--- src/rtl/regfile_clearing.sv ---
// MIPS-style 2-read/1-write register file with r0 hardwired to zero.
// After reset a sequencer zeroes r1..rN-1, one per clock, before raising Ready.
module regfile_clearing #(
  parameter int unsigned WIDTH     = 32,
  parameter int unsigned ADDR_BITS = 5,
  parameter int unsigned BYPASS    = 0
) (
  input  logic                 Clk,
  input  logic                 Reset,
  input  logic [ADDR_BITS-1:0] ReadRegister1,
  input  logic [ADDR_BITS-1:0] ReadRegister2,
  input  logic [ADDR_BITS-1:0] WriteRegister,
  input  logic [WIDTH-1:0]     WriteData,
  input  logic                 RegWrite,
  output logic [WIDTH-1:0]     ReadData1,
  output logic [WIDTH-1:0]     ReadData2,
  output logic                 Ready
);

  localparam int unsigned NUM_REGS = 2 ** ADDR_BITS;
  localparam logic [ADDR_BITS-1:0] LAST_IDX = ADDR_BITS'(NUM_REGS - 1);

  typedef enum logic {
    CLEAR = 1'b0,
    RUN   = 1'b1
  } state_t;

  state_t               state_q;
  logic [ADDR_BITS-1:0] idx_q;
  logic                 ready_q;
  logic [WIDTH-1:0]     mem_q [NUM_REGS];

  // Sequencer and array share one clocked process so CLEAR and RUN writes never collide.
  always_ff @(posedge Clk) begin
    if (Reset) begin
      state_q <= CLEAR;
      idx_q   <= ADDR_BITS'(1);
      ready_q <= 1'b0;
    end else begin
      case (state_q)
        CLEAR: begin
          mem_q[idx_q] <= '0;
          if (idx_q == LAST_IDX) begin
            state_q <= RUN;
            ready_q <= 1'b1;
          end else begin
            idx_q <= idx_q + ADDR_BITS'(1);
          end
        end
        RUN: begin
          if (RegWrite && (WriteRegister != '0)) begin
            mem_q[WriteRegister] <= WriteData;
          end
        end
        default: begin
          state_q <= CLEAR;
          idx_q   <= ADDR_BITS'(1);
          ready_q <= 1'b0;
        end
      endcase
    end
  end

  // Reads are blanked until the clear finishes; r0 is never stored, only decoded.
  function automatic logic [WIDTH-1:0] read_port(input logic [ADDR_BITS-1:0] addr);
    logic [WIDTH-1:0] data;
    data = '0;
    if ((state_q == RUN) && (addr != '0)) begin
      data = mem_q[addr];
      if ((BYPASS != 0) && RegWrite && (WriteRegister == addr)) begin
        data = WriteData;
      end
    end
    return data;
  endfunction

  always_comb begin
    ReadData1 = read_port(ReadRegister1);
    ReadData2 = read_port(ReadRegister2);
  end

  assign Ready = ready_q;

endmodule

--- config.mk ---
export PLATFORM = sky130hd
export DESIGN_NAME = regfile_clearing
export DESIGN_NICKNAME = d
export VERILOG_FILES = /design/src/rtl/regfile_clearing.sv
export SDC_FILE = /design/constraint.sdc
export NUM_CORES = 1
export LEC_CHECK = 0
export CAP_MARGIN = 20
export CORE_MARGIN = 4
export CORE_UTILIZATION = 62
export DETAILED_ROUTE_END_ITERATION = 8
export HOLD_SLACK_MARGIN = 0.02
export PLACE_DENSITY = 0.8
export RECOVER_POWER = 25
export SLEW_MARGIN = 5
export SYNTH_ARGS = -nofsm -noshare
export SYNTH_HDL_FRONTEND = slang
export SYNTH_SLANG_ARGS = --single-unit
export TNS_END_PERCENT = 5
--- constraint.sdc ---
create_clock -name Clk -period 5 [get_ports Clk]
set_input_delay 0.5 -clock Clk [delete_from_list [all_inputs] [get_ports Clk]]
set_output_delay 0.5 -clock Clk [all_outputs]
set_load 0.02 [all_outputs]
==> reports/metrics.csv, run 1 <==
metric;value;unit
CTS Buffer Depth;3;
register area share after synthesis;63.84;%
post-DR wirelength/cell;36.16;um
routability cong.;0.9127;
Post-Route WL;152.1;mm
row count;102;
share of post-route cells with drive strength above 1;23.59;%
Layout Cells excl Fill;4206;
via count;31980;
outcome;finished, violations left;
IO Pins;115;
total CTS buffers;102;
Detail Route Antenna Nets;0;
starting utilization of the core area;62.46;%
grt total ovfl;0;
Initial DRT Pass Iterations;6;
Die Wd;287.4;um
drt drc;0;
R2R cell count;5;
Max VDD drop;0.0003142;V
initial antenna violation count;9;
FF-to-FF End;mem_q[21][16];
Hold Path Origin;Ready;
# Post-CTS Setup Buffers;0;
Clock Latency Late Sink;0.67;ns
Fillers;4756;
commonest non-fill, non-tap cells in the layout;edfxtp_1, mux2i_1, mux4_2;
combinational share of power;5.6;%
hold path depth;2;
pre-CTS setup slack;0.8471;ns
largest net degree at the start of global routing;97;
Cells after Synth;2967;
Total Nets Final;3130;
Crit Path Category;flop to primary output;
switching part of the total power;21.61;%
CP required;4.50;ns
post_cts resized;0;
placed cells;4006;
Hold Path End;Ready;
area grow syn2layout;12.75;%
syn nets;3019;
# port buffers;114;
routed vias/inst;7.602;
Worst Tran Pin Value;3.274;ns
Critical Path Sink Type;primary output;
Placeable Area;77470;um^2
fin worst setup slack;0.2220;ns
Reg power frac;52.2;%
CTS tree;built;
Root Driver;clkbuf_16;
synth unique cells;49;
Max Clock Freq;0.2093;GHz
Fin. Hold Viols;0;
clk sinks;1031;
Tcrit/Tclk final;95.56;%
vias in the first global route;32340;
Power Dens Cells;334.2;nW/um^2
GR Util All Layers;36.78;%
first-pass GRT wire length;218.8;mm
setup violators final;0;
DRT iter0 DRCs;5360;
Post-synth ARST share;0;%
Synth Cell Area;48390;um^2
Clk pwr share;42.3;%
Avg Cell Area, Syn;16.31;um^2
hold buffers post-CTS;0;
Hold WC Path Type;flop to flop;
Post-synth EDFFs;1024;
Internal;14290;uW
Post-DP HPWL;88.60;mm
switching power;3941;uW
Clock Skews;0.02466;ns
Die ar.;82580;um^2
pins over their slew limit;269;
R2R setup slack;0.37;ns
Top FF cell, synth;edfxtp_1;
failing checks;capacitance limit, slew limit;
Reg clk slew, reported paths;0.06;ns
Worst R2R Start;state_q;
crit start category;flop;
clock period minus worst slack;4.778;ns
total negative slack;0;ns
Slew headroom;-118.3;%
most common cell after layout, fill and taps aside;edfxtp_1;
die height;287.4;um
Synth Register Bits;1031;
Pleak;0.01605;uW
Crit Path Max Fanout;19;
max-cap violation count;14;
crit path DAT;4.28;ns
RSZ-0062 raised after global routing;no;
Synth Warn #;0;
H-tree depth;3;
worst max path at each step:
stage | start | end | slack (ns) | depth (start not counted)
2_1_floorplan | Reset | mem_q[17][0] | 1.18 | 4
3_3_place_gp | ReadRegister1[3] | ReadData1[26] | 0.91 | 7
3_5_place_dp | ReadRegister1[3] | ReadData1[26] | 0.85 | 7
4_1_cts | state_q | ReadData1[26] | 0.38 | 6
5_1_grt | state_q | ReadData2[8] | 0.32 | 6
6_report | state_q | ReadData1[26] | 0.22 | 6
routing by layer:
| layer | share of wire, % | global-route usage (%) |
|---|---|---|
| met5 | 0.059 | 0 |
| met4 | 6.1 | 18.81 |
| met3 | 15 | 11.00 |
| met2 | 45 | 55.65 |
| met1 | 34 | 49.00 |
power by group through the flow:
stage / Combinational [uW] / Clock (uW) / Sequential (uW)
floorplan: 650 / 0 / 9670
global placement: 963 / 0 / 9680
detailed placement: 980 / 0 / 9690
CTS: 987 / 7700 / 9510
global route: 1030 / 8080 / 9510
finish: 1010 / 7710 / 9510
flip-flops by register name (all words and copies together), names as in the netlist:
signal / flops
state_q: 1
Ready: 1
idx_q: 5
mem_q: 1024
through the flow:
step | hold slack (ns) | util [%] | area [um^2] | total power [uW]
after CTS | 0.4879 | 70.59 | 54680 | 18200
final | 0.4792 | 70.42 | 54550 | 18230
after global placement | 0.4509 | 66.28 | 51340 | 10640
after detailed placement | 0.4700 | 66.28 | 51340 | 10670
after global routing | 0.5270 | 70.41 | 54550 | 18630
after floorplan | 0.5172 | - | 48390 | 10320
worst max-delay path, cell delays in order (launching register included):
cell and delay (ns):
dfxtp_1 0.80, or3b_1 0.62, nor2_2 0.85, buf_4 0.35, a22oi_1 0.11, nand4_1 0.21, clkdlybuf4s50_1 0.65
synth_stat cells (all sizes together) (2+ instances only):
cell    instances  area, um^2
o21ba           2       20.02
nand2b          6       37.54
a32oi           3       26.28
clkbuf        111       416.7
mux2          196        2207
nand2          43       161.4
o22ai          66       412.9
nor2           43       161.4
a21oi          71       355.3
or2             2       12.51
nor2b          69       431.7
nand4          67       419.2
mux2i         301        3013
o21ai          70       350.3
edfxtp       1024       30750
inv             6       22.52
buf           124       656.9
nand3          79       395.4
nor3           10       55.05
a21o            3       22.52
dfxtp           7       140.1
ha              2       25.02
and2           38       237.7
nor3b           3       22.52
a211oi         64       480.5
xnor2           2       17.52
a22oi         202        1516
and3           36       225.2
mux4          232        5225
a31oi           4       25.02
and3b           3       26.28
o31a            2       17.52
or3            64       400.4
nand3b          2       15.01
kinds of logic after synthesis:
logic type / after synthesis / synth area share [%]
flip-flops: 1031 / 63.84
multiplexers: 729 / 21.59
AO/OA/AOI/OAI: 491 / 6.739
AND/OR/NAND/NOR: 470 / 5.466
buffers and inverters: 241 / 2.265
XOR/XNOR: 3 / 0.05431
adder cells (fa/ha/maj): 2 / 0.05171
final cells by class:
type	count	area, um^2	area share [%]
antenna	4	10.01	0.01835
clock buffer	120	2703	4.954
clock inverter	68	634.4	1.163
inverter	6	22.52	0.04128
multi-input combinational	1695	16630	30.48
sequential	1031	30890	56.62
tap	1040	1301	2.385
timing repair buffer	242	2367	4.339
Note: power is estimated with default switching activity, not from simulation.
==> run 2, diff against run 1 <==
CTS_CLUSTER_DIAMETER = 100   (was default)
==> results of run 2 <==
Final layout, timing and power as in run 1 (identical DEF).
